`config.mk`:
```
export PLATFORM = sky130hd
export DESIGN_NAME = multi_button_debounce
export DESIGN_NICKNAME = d
export VERILOG_FILES = /design/src/rtl/multi_button_debounce.sv
export SDC_FILE = /design/constraint.sdc
export NUM_CORES = 1
export LEC_CHECK = 0
export BUFFER_PORTS_ARGS = -buffer_cell sky130_fd_sc_hd__buf_2
export CAP_MARGIN = 20
export CORE_AREA = 3 3 105 107
export CTS_BUF_LIST = sky130_fd_sc_hd__clkbuf_16
export CTS_CLUSTER_SIZE = 30
export DETAILED_ROUTE_END_ITERATION = 12
export DIE_AREA = 0 0 108 110
export GPL_ROUTABILITY_DRIVEN = 0
export HOLD_SLACK_MARGIN = 0.06
export PLACE_DENSITY = 0.8
export SLEW_MARGIN = 20
export SYNTH_ARGS = -nofsm -noshare
export SYNTH_HDL_FRONTEND = slang
export SYNTH_SLANG_ARGS = --single-unit
```
`constraint.sdc`:
```
create_clock -name clk -period 5.15 [get_ports clk]
set_input_delay 1.03 -clock clk [delete_from_list [all_inputs] [get_ports clk]]
set_output_delay 1.03 -clock clk [all_outputs]
set_load 0.02 [all_outputs]
```
`src/rtl/multi_button_debounce.sv`:
```
`timescale 1ns / 1ps
`default_nettype none
// ============================================================================
// Module   : multi_button_debounce
// Purpose  : Debounces N_CH mechanical button/switch pins on the system clock.
//            A shared prescaler makes a one-cycle tick enable; each channel
//            has an input inverter (INV_MASK), a 2-flop synchroniser and a
//            tick-based debounce counter. It also produces press/release
//            strobes and a long-press strobe.
// Ports    : clk          in   system clock
//            rst          in   asynchronous, active-high reset
//            btn_in       in   [N_CH] raw asynchronous button pins
//            btn_level    out  [N_CH] debounced level, 1 = pressed
//            btn_press    out  [N_CH] one-cycle strobe on debounced 0->1
//            btn_release  out  [N_CH] one-cycle strobe on debounced 1->0
//            btn_long     out  [N_CH] one-cycle strobe at LONG_TICKS of press
//            tick         out  prescaler tick, reusable by neighbours
// Revision : 1.0  initial release
// ============================================================================
module multi_button_debounce #(
  parameter int              N_CH       = 5,
  parameter int              CLK_DIV    = 100000,
  parameter int              DELAY      = 20,
  parameter int              LONG_TICKS = 1000,
  parameter logic [N_CH-1:0] INV_MASK   = '0
) (
  input  logic            clk,
  input  logic            rst,
  input  logic [N_CH-1:0] btn_in,
  output logic [N_CH-1:0] btn_level,
  output logic [N_CH-1:0] btn_press,
  output logic [N_CH-1:0] btn_release,
  output logic [N_CH-1:0] btn_long,
  output logic            tick
);

  localparam int c_div_w = (CLK_DIV > 1) ? $clog2(CLK_DIV) : 1;
  localparam int c_deb_w = (DELAY > 0) ? $clog2(DELAY + 1) : 1;
  localparam logic [c_div_w-1:0] c_div_last = c_div_w'(CLK_DIV - 1);
  localparam logic [c_deb_w-1:0] c_deb_last = c_deb_w'(DELAY - 1);

  // --------------------------------------------------------------------------
  // Shared prescaler
  // --------------------------------------------------------------------------
  logic [c_div_w-1:0] r_div_cnt;
  logic               w_tick;

  always_ff @(posedge clk or posedge rst) begin
    if (rst) begin
      r_div_cnt <= '0;
    end else if (r_div_cnt == c_div_last) begin
      r_div_cnt <= '0;
    end else begin
      r_div_cnt <= r_div_cnt + 1'b1;
    end
  end

  assign w_tick = (r_div_cnt == c_div_last);
  assign tick   = w_tick;

  // --------------------------------------------------------------------------
  // Polarity normalisation and 2-flop synchroniser (all channels)
  // --------------------------------------------------------------------------
  logic [N_CH-1:0] r_sync_meta;
  logic [N_CH-1:0] r_sync;

  always_ff @(posedge clk or posedge rst) begin
    if (rst) begin
      r_sync_meta <= '0;
      r_sync      <= '0;
    end else begin
      r_sync_meta <= btn_in ^ INV_MASK;
      r_sync      <= r_sync_meta;
    end
  end

  // --------------------------------------------------------------------------
  // Per-channel debounce and long-press detection
  // --------------------------------------------------------------------------
  genvar i;
  generate
    for (i = 0; i < N_CH; i++) begin : g_ch
      logic [c_deb_w-1:0] r_deb_cnt;
      logic               r_level;
      logic               r_press;
      logic               r_release;

      // Any cycle with sync equal to level clears the count, so a single
      // cycle glitch back to the current level restarts the whole delay.
      // Strobes are registered in the same edge as the level flip so they
      // line up exactly with the first cycle of the new level.
      always_ff @(posedge clk or posedge rst) begin
        if (rst) begin
          r_deb_cnt <= '0;
          r_level   <= 1'b0;
          r_press   <= 1'b0;
          r_release <= 1'b0;
        end else begin
          r_press   <= 1'b0;
          r_release <= 1'b0;
          if (r_sync[i] == r_level) begin
            r_deb_cnt <= '0;
          end else if (w_tick) begin
            if (r_deb_cnt == c_deb_last) begin
              r_deb_cnt <= '0;
              r_level   <= ~r_level;
              r_press   <= ~r_level;
              r_release <= r_level;
            end else begin
              r_deb_cnt <= r_deb_cnt + 1'b1;
            end
          end
        end
      end

      assign btn_level[i]   = r_level;
      assign btn_press[i]   = r_press;
      assign btn_release[i] = r_release;

      if (LONG_TICKS > 0) begin : g_long_on
        localparam int c_hold_w = $clog2(LONG_TICKS + 1);
        localparam logic [c_hold_w-1:0] c_hold_max = c_hold_w'(LONG_TICKS);

        logic [c_hold_w-1:0] r_hold_cnt;
        logic                r_long;

        // Saturating at LONG_TICKS makes the strobe fire once per press;
        // only a release (which clears the count) re-arms it.
        always_ff @(posedge clk or posedge rst) begin
          if (rst) begin
            r_hold_cnt <= '0;
            r_long     <= 1'b0;
          end else begin
            r_long <= 1'b0;
            if (!r_level) begin
              r_hold_cnt <= '0;
            end else if (w_tick && (r_hold_cnt != c_hold_max)) begin
              r_hold_cnt <= r_hold_cnt + 1'b1;
              if (r_hold_cnt == (c_hold_max - 1'b1)) begin
                r_long <= 1'b1;
              end
            end
          end
        end

        assign btn_long[i] = r_long;
      end else begin : g_long_off
        assign btn_long[i] = 1'b0;
      end
    end
  endgenerate

endmodule
`default_nettype wire

```
==> flow_summary.rst <==
.. list-table::
   :header-rows: 1

   * - Metric
     - Value
   * - Cells after synthesis
     - about 600
   * - Remaining global-route overflow
     - 0
   * - CTS sink cnt
     - around 120
   * - Routed Wire Length
     - 12,600 µm
   * - Number of cells on the worst hold path
     - 0
   * - Most frequent cell after synthesis
     - sky130_fd_sc_hd__dfrtp_1
   * - Number of vias after detailed routing
     - 4,496
   * - Synth area leader
     - sky130_fd_sc_hd__dfrtp_1
   * - Worst setup path category
     - reg2out
   * - Number of levels the H-tree was split into
     - 4
   * - Number of maximum-capacitance constraint violations
     - 0
   * - Die Y-Extent
     - roughly 110 µm
   * - Post-route cell area
     - approximately 7000 µm²
   * - FILL cells
     - roughly 760
   * - Cts repair resizes
     - 0
   * - Buffer levels on the longest clock path
     - 2
   * - Clock transition at the registers of the reported paths
     - 0.06 ns
   * - Least setup slack across all paths after layout
     - 1.27 ns
   * - Share of Yosys cell area claimed by the top area cell type
     - 0.502
   * - Slew margin rel.
     - 0.409
   * - Vias per std cell
     - 5.86
   * - Summed negative setup slack over all endpoints
     - 0 ns
   * - Actual slew at the worst max-slew pin
     - 0.886 ns
   * - CP required
     - 4.12 ns
   * - Synth async-reset ratio
     - 1.00
   * - Number of design rule violations left after detail routing
     - 0
   * - Sort of element at the end of the critical path
     - output port
   * - First DRT Iteration DRCs
     - 348
   * - Final critical-path required period
     - 3.88 ns
   * - Length in cells of the worst reg-to-reg path
     - 5
   * - Critical Path Fanout Max
     - 10
   * - Hold-fix buffer count after cts
     - 0
   * - Worst Setup Start Kind
     - flop
   * - Nets in the synthesized netlist
     - 626
   * - RSZ-0062 raised after global routing
     - false
   * - Number of nets in the finished design
     - around 640
   * - Number of input and output port buffers inserted
     - 27
   * - Count of standard-cell rows
     - 37
   * - Area growth syn-to-layout
     - 12.0%
   * - Number of warnings reported in the yosys synthesis log
     - 0
   * - Launch point of the worst hold path
     - r_sync_meta[4]
   * - Detail-routed net length per standard cell
     - between 15 and 20 µm
   * - Overall routing resource usage
     - 0.230
   * - Post-synth EDFFs
     - 0
   * - Met2 usage in global routing
     - 0.387
   * - Core ar.
     - around 10,000 µm²
   * - Number of distinct standard cells referenced by the synthesized netlist
     - 48
   * - Total clock buffers created by CTS
     - 17
   * - Wire length of the first global-routing pass
     - around 21,000 µm
   * - Setup slack on the worst flop-to-flop path
     - 2.24 ns
   * - Die width
     - roughly 110 µm
   * - Status
     - complete, no violations
   * - Register bit count reported by yosys
     - between 100 and 150
   * - Worst VDD drop
     - approximately 260 µV
   * - Clock insertion delay at the later pin of the skew report
     - approximately 0.42 ns
   * - Placed cell areas
     - approximately 6200 µm²
   * - Antenna-violating nets left
     - 0
   * - Met1 layer usage reported by global route
     - 0.278
   * - Setup Skew
     - just under 0.009 ns
   * - Main flop type after synthesis
     - sky130_fd_sc_hd__dfrtp_1
   * - Worst Setup Slack post-DPL
     - between 1.5 and 2 ns
   * - Hold violation count in the final report
     - 0
   * - Highest Clock Rate
     - between 0.2 and 0.3 GHz
   * - Final Power
     - ~2.2 mW
   * - DRT Pass-1 Iters
     - 5
   * - Cell leakage power
     - between 2 and 3 nW
   * - CTS Root Buffer Type
     - sky130_fd_sc_hd__clkbuf_16
   * - Capturing point of the worst reg2reg path
     - g_ch[2].g_long_on.r_hold_cnt[9]
   * - Share of cells above drive strength 1
     - 0.113
   * - Post CTS Setup Buffer Count
     - 0
   * - Largest net degree at the start of global routing
     - 75
   * - Worst Path Arrival
     - between 2 and 3 ns
   * - Area of the die
     - between 10,000 and 15,000 µm²
   * - Most used routing layer in global routing
     - met2
   * - Top post-synthesis cells by area
     - sky130_fd_sc_hd__dfrtp_1 (50%), sky130_fd_sc_hd__xnor2_1 (4.8%), sky130_fd_sc_hd__nand2_1 (3.5%), sky130_fd_sc_hd__ha_1 (3.3%), sky130_fd_sc_hd__nor2_1 (3.2%)
   * - Reg-to-reg critical path startpoint
     - r_div_cnt[8]
   * - M3 GR Usage
     - 0.0617
   * - Portion of the clock cycle consumed by the worst path in the final layout
     - 0.753
   * - Count of antenna diodes in the layout
     - 0
   * - Top post-synthesis cells by count
     - sky130_fd_sc_hd__dfrtp_1 (122), sky130_fd_sc_hd__nand2_1 (56), sky130_fd_sc_hd__nor2_1 (52)
   * - Sequential area share after synthesis
     - 0.502
   * - Initial Util
     - 0.594
   * - Path type of the worst min-delay path
     - reg2reg
   * - Top-level I/O count
     - 28
   * - Count of final setup violators
     - 0
   * - Initial antenna violation count
     - 0
   * - Post-synthesis instance area
     - between 6000 and 7000 µm²
   * - TritonCTS clock tree
     - yes
   * - DP HPWL
     - around 8000 µm
   * - Number of global-route vias before repair
     - 4,488
   * - Power per Cell Area
     - 322 nW/µm²
   * - Capture endpoint of the worst hold path
     - r_sync[4]
   * - Mean post-synth cell area
     - approximately 10 µm²
   * - Slew Limit Fails
     - 0
layout by cell type (no fill, tap or decap), types with 6 or more instances in the layout:
cell	instances
sky130_fd_sc_hd__nand4_1	16
sky130_fd_sc_hd__nor4_1	26
sky130_fd_sc_hd__mux2i_1	15
sky130_fd_sc_hd__buf_4	7
sky130_fd_sc_hd__nor3_1	18
sky130_fd_sc_hd__ha_1	16
sky130_fd_sc_hd__o21ai_0	8
sky130_fd_sc_hd__buf_2	27
sky130_fd_sc_hd__inv_1	20
sky130_fd_sc_hd__nand2_1	56
sky130_fd_sc_hd__nand3_1	28
sky130_fd_sc_hd__clkinv_1	6
sky130_fd_sc_hd__nor2b_1	7
sky130_fd_sc_hd__and2_1	20
sky130_fd_sc_hd__and3_1	13
sky130_fd_sc_hd__xor2_1	22
sky130_fd_sc_hd__nor2_1	52
sky130_fd_sc_hd__xnor2_1	33
sky130_fd_sc_hd__clkbuf_16	17
sky130_fd_sc_hd__or3_1	9
sky130_fd_sc_hd__a21oi_1	19
sky130_fd_sc_hd__or4_1	6
sky130_fd_sc_hd__nor3b_1	7
sky130_fd_sc_hd__dfrtp_1	122
how the worst max path moves through the flow:
| stage | startpoint | end | slack (ns) | depth (start not counted) |
|---|---|---|---|---|
| floorplan | rst | g_ch[0].g_long_on.r_hold_cnt[0] | 0.88 | 1 |
| global placement | r_div_cnt[12] | tick | 1.86 | 5 |
| detailed placement | r_div_cnt[12] | tick | 1.74 | 5 |
| CTS | r_div_cnt[12] | tick | 1.28 | 5 |
| global route | r_div_cnt[12] | tick | 1.18 | 5 |
| finish | r_div_cnt[12] | tick | 1.27 | 5 |
flip-flops by register name (all words and copies together), names as in the netlist:
| register | cells |
|---|---|
| r_sync | 5 |
| g_ch.r_press | 5 |
| g_ch.r_level | 5 |
| g_ch.g_long_on.r_hold_cnt | 50 |
| r_div_cnt | 17 |
| g_ch.r_deb_cnt | 25 |
| g_ch.r_release | 5 |
| r_sync_meta | 5 |
| g_ch.g_long_on.r_long | 5 |
area by class of cell:
class,instances,area (µm²),area share
sequential,122,3050,0.448
multi-input combinational,424,2740,0.402
clock buffer,17,425,0.0625
timing repair buffer,34,188,0.0276
tap,136,170,0.0250
clock inverter,15,165,0.0242
inverter,19,73.8,0.0108
layer usage:
layer  vias to the layer above  share of wire
met4                         0          0.024
li1                       2129              -
met1                      2217           0.42
met5                         -              0
met2                       124           0.51
met3                        26          0.045
critical path, stage by stage, from the launching register on:
cell,delay [ns]
sky130_fd_sc_hd__dfrtp_1,0.43
sky130_fd_sc_hd__or4b_4,0.57
sky130_fd_sc_hd__nor3_2,0.58
sky130_fd_sc_hd__nand2_1,0.27
sky130_fd_sc_hd__clkinv_1,0.34
sky130_fd_sc_hd__buf_2,0.24
per-stage QoR:
stage          hold WS (ns)  instances  utilization
6_report              0.341        767        0.666
5_1_grt               0.348        767        0.666
4_1_cts               0.344        767        0.666
3_5_place_dp          0.336        735        0.608
3_3_place_gp          0.332        735        0.608
2_1_floorplan         0.331        603            -
kinds of logic after synthesis:
group / Yosys count / synth area share
multiplexers: 20 / 0.0340
flip-flops: 122 / 0.502
adder cells (fa/ha/maj): 16 / 0.0329
AO/OA/AOI/OAI: 44 / 0.0447
buffers and inverters: 57 / 0.0488
XOR/XNOR: 55 / 0.0792
AND/OR/NAND/NOR: 289 / 0.258
report_power, final:
group	total, mW	internal [mW]	switching (mW)
clock	1.20	0.790	0.409
sequential	0.967	0.964	0.00300
combinational	0.0261	0.00443	0.0217
Power figures use the tool's default switching activity.
